`src/rtl/hex_scroll_feeder.sv`:
```
// Queues 4-bit hex symbols and presents each one on 'value' for HOLD_CYCLES clocks,
// so a queued message scrolls across the downstream seven-segment display.
module hex_scroll_feeder #(
    parameter int DEPTH       = 8,
    parameter int HOLD_CYCLES = 10,
    localparam int CW         = $clog2(DEPTH) + 1
) (
    input  logic          clk,
    input  logic          reset,
    input  logic [3:0]    in_data,
    input  logic          in_valid,
    output logic          in_ready,
    output logic [3:0]    value,
    output logic          value_valid,
    output logic [CW-1:0] fifo_count,
    output logic          busy
);

    localparam int AW = $clog2(DEPTH);
    // One extra bit keeps the counter at least 1 wide when HOLD_CYCLES is 1.
    localparam int HW = $clog2(HOLD_CYCLES + 1);
    localparam logic [HW-1:0] HOLD_LAST = HW'(HOLD_CYCLES - 1);

    typedef enum logic {IDLE, SHOW} state_t;

    logic [3:0]    mem [DEPTH];
    logic [AW-1:0] wr_ptr;
    logic [AW-1:0] rd_ptr;
    logic [CW-1:0] count;
    logic [HW-1:0] hold_cnt;
    logic [HW-1:0] hold_nxt;
    state_t        state;
    state_t        state_nxt;
    logic          push;
    logic          pop;
    logic          vv_nxt;

    assign in_ready   = (count < CW'(DEPTH));
    assign push       = in_valid && in_ready;
    assign fifo_count = count;
    assign busy       = (state == SHOW);

    always_comb begin
        state_nxt = state;
        hold_nxt  = hold_cnt;
        pop       = 1'b0;
        vv_nxt    = value_valid;
        case (state)
            IDLE: begin
                vv_nxt = 1'b0;
                if (count != '0) begin
                    pop       = 1'b1;
                    vv_nxt    = 1'b1;
                    hold_nxt  = '0;
                    state_nxt = SHOW;
                end
            end
            SHOW: begin
                if (hold_cnt == HOLD_LAST) begin
                    hold_nxt = '0;
                    // Pop decision looks only at the registered count: no pass-through.
                    if (count != '0) begin
                        pop = 1'b1;
                    end else begin
                        vv_nxt    = 1'b0;
                        state_nxt = IDLE;
                    end
                end else begin
                    hold_nxt = hold_cnt + 1'b1;
                end
            end
            default: state_nxt = IDLE;
        endcase
    end

    always_ff @(posedge clk) begin
        if (reset) begin
            state       <= IDLE;
            hold_cnt    <= '0;
            value       <= 4'h0;
            value_valid <= 1'b0;
            count       <= '0;
            wr_ptr      <= '0;
            rd_ptr      <= '0;
        end else begin
            state       <= state_nxt;
            hold_cnt    <= hold_nxt;
            value_valid <= vv_nxt;
            if (pop) begin
                value  <= mem[rd_ptr];
                rd_ptr <= rd_ptr + 1'b1;
            end
            if (push) begin
                wr_ptr <= wr_ptr + 1'b1;
            end
            case ({push, pop})
                2'b10:   count <= count + 1'b1;
                2'b01:   count <= count - 1'b1;
                default: count <= count;
            endcase
        end
    end

    // Storage carries data only, so it is left out of reset.
    always_ff @(posedge clk) begin
        if (push) begin
            mem[wr_ptr] <= in_data;
        end
    end

endmodule
```
`config.mk`:
```
export PLATFORM = sky130hd
export DESIGN_NAME = hex_scroll_feeder
export DESIGN_NICKNAME = d
export VERILOG_FILES = /design/src/rtl/hex_scroll_feeder.sv
export SDC_FILE = /design/constraint.sdc
export NUM_CORES = 1
export LEC_CHECK = 0
export CAP_MARGIN = 20
export CORE_MARGIN = 3
export CORE_UTILIZATION = 45
export DETAILED_ROUTE_END_ITERATION = 7
export GPL_TIMING_DRIVEN = 1
export PLACE_DENSITY_LB_ADDON = 0.1
export REMOVE_ABC_BUFFERS = 1
export SLEW_MARGIN = 25
export SYNTH_ARGS = -nofsm -noshare
export SYNTH_HDL_FRONTEND = slang
export SYNTH_SLANG_ARGS = --single-unit
```
`constraint.sdc`:
```
create_clock -name clk -period 2.9 [get_ports clk]
set_clock_uncertainty 0.05 [all_clocks]
set_input_delay 0.58 -clock clk [delete_from_list [all_inputs] [get_ports clk]]
set_output_delay 0.58 -clock clk [all_outputs]
set_load 0.02 [all_outputs]
```
==> flow_summary.ini, run 1 <==
[status]
status = finished, final reports clean

[power]
switching_share = 0.338
pwr-share-seq = 0.455
clockPowerShare = 0.184
ir_drop_v = 0.000438
pwr-share-comb = 0.362
p_leak_nw = 0.895
power_switching_mw = 0.752
power-per-cell-area_nw_per_um2 = 862
p_int_mw = 1.48

[final_layout]
drive_gt1_frac = 0.174
design_area_um2 = 2580
fin_nets = 197
areaGrowthSynthToFinish_pct = 14.7
n_antenna_cell = 0
nFillCells = 417

[clock_network]
h-tree-depth = 2
postCtsResizedCells = 0
postCtsHoldBufs = 0
clk_latency_ns = 0.30
clk_pin_slew_ns = 0.09
cts_sinks = 52
clockRootBuffer = clkbuf_8
clk_path_buf_depth = 2
cts_tree = built
cts_made_buffers = 5
post_cts_buffers = 0

[worst_setup_path]
crit_path_start_kind = primary input
cp_max_fo = 5
path_cells = clkdlybuf4s50_1 -> nor2b_1 -> inv_1 -> ha_1 -> xor2_1 -> ha_1 -> a21oi_1 -> xor2_1 -> or3_1 -> a21oi_1
crit_slowest_cell = clkdlybuf4s50_1
critPathTopFamily = buffers and inverters
rrSetupSlack_ns = 0.44
crit_required_ns = 3.08
worst-path-buf-inv = 2
worstPathArrival_ns = 2.73
timing.rr.start = hold_cnt[0]
worstRegToRegCells = 10
end_kind = flip-flop
worst-setup-path-type = primary input to flip-flop
slowest_delay_ns = 0.45
r2r-end = fifo_count[2]

[sta]
fin_tns_setup_ns = 0
maxSlewHeadroom = 0.566
setup_viol = 0
tightest_slew_ns = 0.651
fin_crit_ns = 2.55
rsz0062_at_grt = false
min_period_over_period = 0.878
hold_violations = 0
drv_slew = 0
max_freq_mhz = 393

[logic_synthesis]
synth_top_family_by_area = multiplexers
synth_mux_area_frac = 0.116
synth_ff_type = edfxtp_1
synth-compound-area-share = 0.0738
synthSimpleGateAreaFrac = 0.113
syn_area_um2 = 2250
synth_cell_types = 37
synth_adder_area_share = 0.0388
syn_area_per_cell_um2 = 14.0
synth_edf_count = 32
synth_cells = 161
synthArstFlopShare = 0
yosysWarnings = 0
synth_xor_area_frac = 0.0233
synth-seq-area-share = 0.604
synth-seq-cells = 52

[route]
firstDrtPassIters = 4
drt_iter0_drc = 45
drc_errors = 0
dr_total_vias = 1303
drt-vias-per-instance = 5.19
ant_nets = 0
totalWireLength_mm = 3.86
routedWlPerCell_um = 15.4

[hold_path]
whs_path_depth = 1
hold_start = value_valid
hold-path-endpoint = value_valid
min_path_type = flip-flop to flip-flop

[floorplanning]
dieArea_um2 = 5900
die_x_um = 76.8
ios = 18
start_util = 0.471
row_count = 25
chipHeight_um = 76.8
core_area_um2 = 4790

[global_routing]
grt_pass1_vias = 1290
grt.total_usage = 0.141
grt_pass1_wl_mm = 6.36
grt_overflow = 0
grt_antenna_before_repair = 0
grt_max_degree = 18

[run]
drv_cap = 0

[placement]
numPortBuffers = 17
gp_congestion = 0.780
dpl.hpwl_mm = 2.85
placed_cell_area_um2 = 2490
-- per-stage QoR --
step           instances  power (mW)  setup slack (ns)   util  hold WS, ns
6_report             251        2.23             0.355  0.540        0.425
3_3_place_gp         243        1.80             0.251  0.521        0.397
4_1_cts              251        2.26             0.373  0.540        0.431
5_1_grt              251        2.36             0.237  0.540        0.469
2_1_floorplan        154        1.55             0.397      -        0.406
3_5_place_dp         243        1.84            0.0548  0.521        0.407
-- cell usage after synthesis, types with 2 or more instances --
library cell / instances / area [um2]
clkbuf_1: 2 / 7.51
inv_1: 5 / 18.8
a21oi_2: 2 / 17.5
mux4_2: 8 / 180
nand3_1: 2 / 10.0
o21ai_0: 2 / 10.0
nor2b_1: 2 / 12.5
nor2_1: 21 / 78.8
nand2b_1: 3 / 18.8
buf_6: 3 / 33.8
xor2_1: 4 / 35.0
mux2i_1: 7 / 70.1
nor3_1: 3 / 15.0
a211oi_2: 5 / 62.6
ha_1: 7 / 87.6
xnor2_1: 2 / 17.5
a21oi_1: 5 / 25.0
dfxtp_1: 20 / 400
nand3b_1: 2 / 15.0
nand2_1: 8 / 30.0
edfxtp_1: 32 / 961
-- power groups by stage --
stage                     combinational, mW  clock [mW]  sequential [mW]
after global routing                  0.876       0.447             1.03
final                                 0.807       0.409             1.01
after detailed placement              0.810           0             1.03
after floorplan                       0.500           0             1.05
after global placement                0.778           0             1.02
after CTS                             0.816       0.424             1.02
-- layout make-up --
type	count	area (um2)	share of cell area
tap	67	83.8	0.0324
clock inverter	1	3.75	0.00145
timing repair buffer	22	208	0.0803
sequential	52	1360	0.527
clock buffer	7	86.3	0.0334
multi-input combinational	97	823	0.318
inverter	5	18.8	0.00726
-- worst max-delay path by stage --
stage | slack [ns] | startpoint | to | depth (start not counted)
2_1_floorplan | 0.40 | hold_cnt[0] | fifo_count[2] | 10
3_3_place_gp | 0.25 | in_valid | fifo_count[2] | 10
3_5_place_dp | 0.05 | in_valid | fifo_count[2] | 10
6_report | 0.35 | in_valid | fifo_count[2] | 10
5_1_grt | 0.24 | hold_cnt[0] | fifo_count[2] | 10
4_1_cts | 0.37 | in_valid | fifo_count[2] | 10
-- worst register-to-register path: cells and delay by family, from the launching register on --
| family | cells | cell delay (ns) |
|---|---|---|
| compound gates | 3 | 0.39 |
| xor+xnor | 2 | 0.38 |
| fa+ha+maj | 3 | 0.71 |
| flops | 1 | 0.44 |
| simple gates | 2 | 0.42 |
-- registers in the layout, indices dropped and copies added (netlist names) --
signal / count
rd_ptr: 3
value_valid: 1
wr_ptr: 3
mem: 32
hold_cnt: 4
value: 4
busy: 1
fifo_count: 4
-- cells in the final DEF, fill, tap and decap left out, drive strengths merged --
master | Yosys | routed
buf | 4 | 5
nand3b | 3 | 3
and2 | 1 | 1
and2b | 1 | 1
or3 | 1 | 1
mux2i | 7 | 7
inv | 5 | 5
o21a | 1 | 1
nor3 | 4 | 4
a41oi | 1 | 1
nor2 | 21 | 21
a2bb2oi | 1 | 1
clkdlybuf4s50 | 0 | 17
o21ai | 3 | 3
xor2 | 4 | 4
a211oi | 6 | 6
nand2b | 3 | 3
ha | 7 | 7
clkbuf | 3 | 7
edfxtp | 32 | 32
nor2b | 2 | 2
dfxtp | 20 | 20
a31oi | 1 | 1
clkinv | 0 | 1
a21oi | 7 | 7
xnor2 | 2 | 2
mux4 | 8 | 8
nor4 | 1 | 1
mux2 | 1 | 1
a21o | 1 | 1
nand3 | 2 | 2
nand2 | 8 | 8
-- routing by layer --
layer / vias to the layer above / wire, um / global-route usage
met5: - / 0 / 0
met4: 0 / 40 / 0.0453
li1: 634 / - / -
met2: 21 / 1970 / 0.240
met1: 642 / 1710 / 0.174
met3: 6 / 144 / 0.0387
-- cell families after synthesis --
| group | Yosys count |
|---|---|
| AO/OA/AOI/OAI | 21 |
| buffers and inverters | 12 |
| multiplexers | 16 |
| AND/OR/NAND/NOR | 47 |
| flip-flops | 52 |
| XOR/XNOR | 6 |
| adder cells (fa/ha/maj) | 7 |
No activity file was read; power rests on OpenSTA's default activity.
==> run 2, diff against run 1 <==
- CTS_BUF_LIST: unset -> sky130_fd_sc_hd__clkbuf_4 sky130_fd_sc_hd__clkbuf_8
==> flow_summary.ini, run 2 (synthesis results as in run 1) <==
[placement]
post-place-ws_ns = 0.0548
gp_congestion = 0.780
placed_cell_area_um2 = 2490
dpl.hpwl_mm = 2.85
numPortBuffers = 17

[power]
p_leak_nw = 0.898
power-per-cell-area_nw_per_um2 = 865
ir_drop_v = 0.000438

[sta]
min_period_over_period = 0.878
rsz0062_at_grt = false
drv_slew = 0
max_freq_mhz = 393
setup_viol = 0
fin_crit_ns = 2.55
hold-worst-slack_ns = 0.425
hold_violations = 0
fin_tns_setup_ns = 0
maxSlewHeadroom = 0.566
layout_setup_ws_ns = 0.355
tightest_slew_ns = 0.651

[floorplanning]
chipHeight_um = 76.8
row_count = 25
die_x_um = 76.8
ios = 18
start_util = 0.471
dieArea_um2 = 5900
core_area_um2 = 4790

[route]
ant_nets = 0
drc_errors = 0
totalWireLength_mm = 3.86
dr_total_vias = 1304
routedWlPerCell_um = 15.4
drt-vias-per-instance = 5.20
firstDrtPassIters = 4
drt_iter0_drc = 45

[final_layout]
largest_register_ffs = 32
areaGrowthSynthToFinish_pct = 14.8
drive_gt1_frac = 0.179
top_register = mem
final_core_util = 0.541
nFillCells = 418
fin_nets = 197
final_common_cell = edfxtp_1
seq_area_um2 = 1360
n_antenna_cell = 0
mostFrequentLayoutCells = edfxtp_1, nor2_1, dfxtp_1
multi_input_area_um2 = 823
design_area_um2 = 2590

[worst_setup_path]
end_kind = flip-flop
crit_slowest_cell = clkdlybuf4s50_1
crit_path_start_kind = primary input
path_cells = clkdlybuf4s50_1 -> nor2b_1 -> inv_1 -> ha_1 -> xor2_1 -> ha_1 -> a21oi_1 -> xor2_1 -> or3_1 -> a21oi_1
cp_max_fo = 5
slowest_delay_ns = 0.45
worstPathArrival_ns = 2.73
startpoint = in_valid
worst-setup-path-type = primary input to flip-flop
crit_required_ns = 3.08
timing.rr.start = hold_cnt[0]

[clock_network]
cts_made_buffers = 5
cts_sinks = 52
postCtsHoldBufs = 0
h-tree-depth = 2
post_cts_buffers = 0
clk_latency_ns = 0.30
cts_tree = built
clockRootBuffer = clkbuf_8
postCtsResizedCells = 0
clk_pin_slew_ns = 0.09
clk_path_buf_depth = 2

[run]
drv_cap = 0

[global_routing]
grt_max_degree = 18
grt_pass1_wl_mm = 6.36
grt.total_usage = 0.141
grt_overflow = 0
grt_antenna_before_repair = 0
grt_pass1_vias = 1290

[status]
status = finished, final reports clean

[hold_path]
min_path_type = flip-flop to flip-flop
hold_start = value_valid
run 2: changes by cell type in the layout (fill, tap and decap cells not counted):
cell / previous run / this run
clkbuf_4: 0 / 1
clkbuf_1: 1 / 0
run 2: final cells by class:
class	count	share of cell area
Sequential cell	52	0.526
Multi-Input combinational cell	97	0.318
Timing Repair Buffer	22	0.0802
Clock buffer	7	0.0348
Tap cell	67	0.0324
Inverter	5	0.00725
Clock inverter	1	0.00145
run 2: where the power goes:
part	switching (mW)	leakage, nW	total [mW]	internal [mW]
clock network	0.218	0.0493	0.419	0.201
logic	0.407	0.394	0.807	0.400
registers	0.128	0.454	1.01	0.885
run 2: per-layer routing:
metal | part of all wire | wire [um] | track usage | vias to the layer above
li1 | - | - | - | 634
met1 | 0.44 | 1700 | 0.174 | 643
met2 | 0.51 | 1970 | 0.240 | 21
met3 | 0.037 | 144 | 0.0387 | 6
met4 | 0.010 | 40 | 0.0453 | 0
met5 | 0 | 0 | 0 | -
run 2: path summary, 6_finish.rpt:
path,end,slack [ns],depth (start not counted)
setup reg to reg,fifo_count[2],0.44,10
setup / recovery,fifo_count[2],0.35,10
hold / removal,value_valid,0.43,1
hold reg to reg,value_valid,0.43,1
run 2: metrics by stage:
step,power [mW],std cells
2_1_floorplan,1.55,154
3_3_place_gp,1.80,243
3_5_place_dp,1.84,243
4_1_cts,2.27,251
5_1_grt,2.37,251
6_report,2.24,251
run 2: worst max-delay path: cells and delay by family:
| kind | cells | cell delay, ns |
|---|---|---|
| buf+inv | 2 | 0.56 |
| simple gates | 2 | 0.48 |
| fa+ha+maj | 2 | 0.49 |
| xor+xnor | 2 | 0.29 |
| compound gates | 2 | 0.33 |
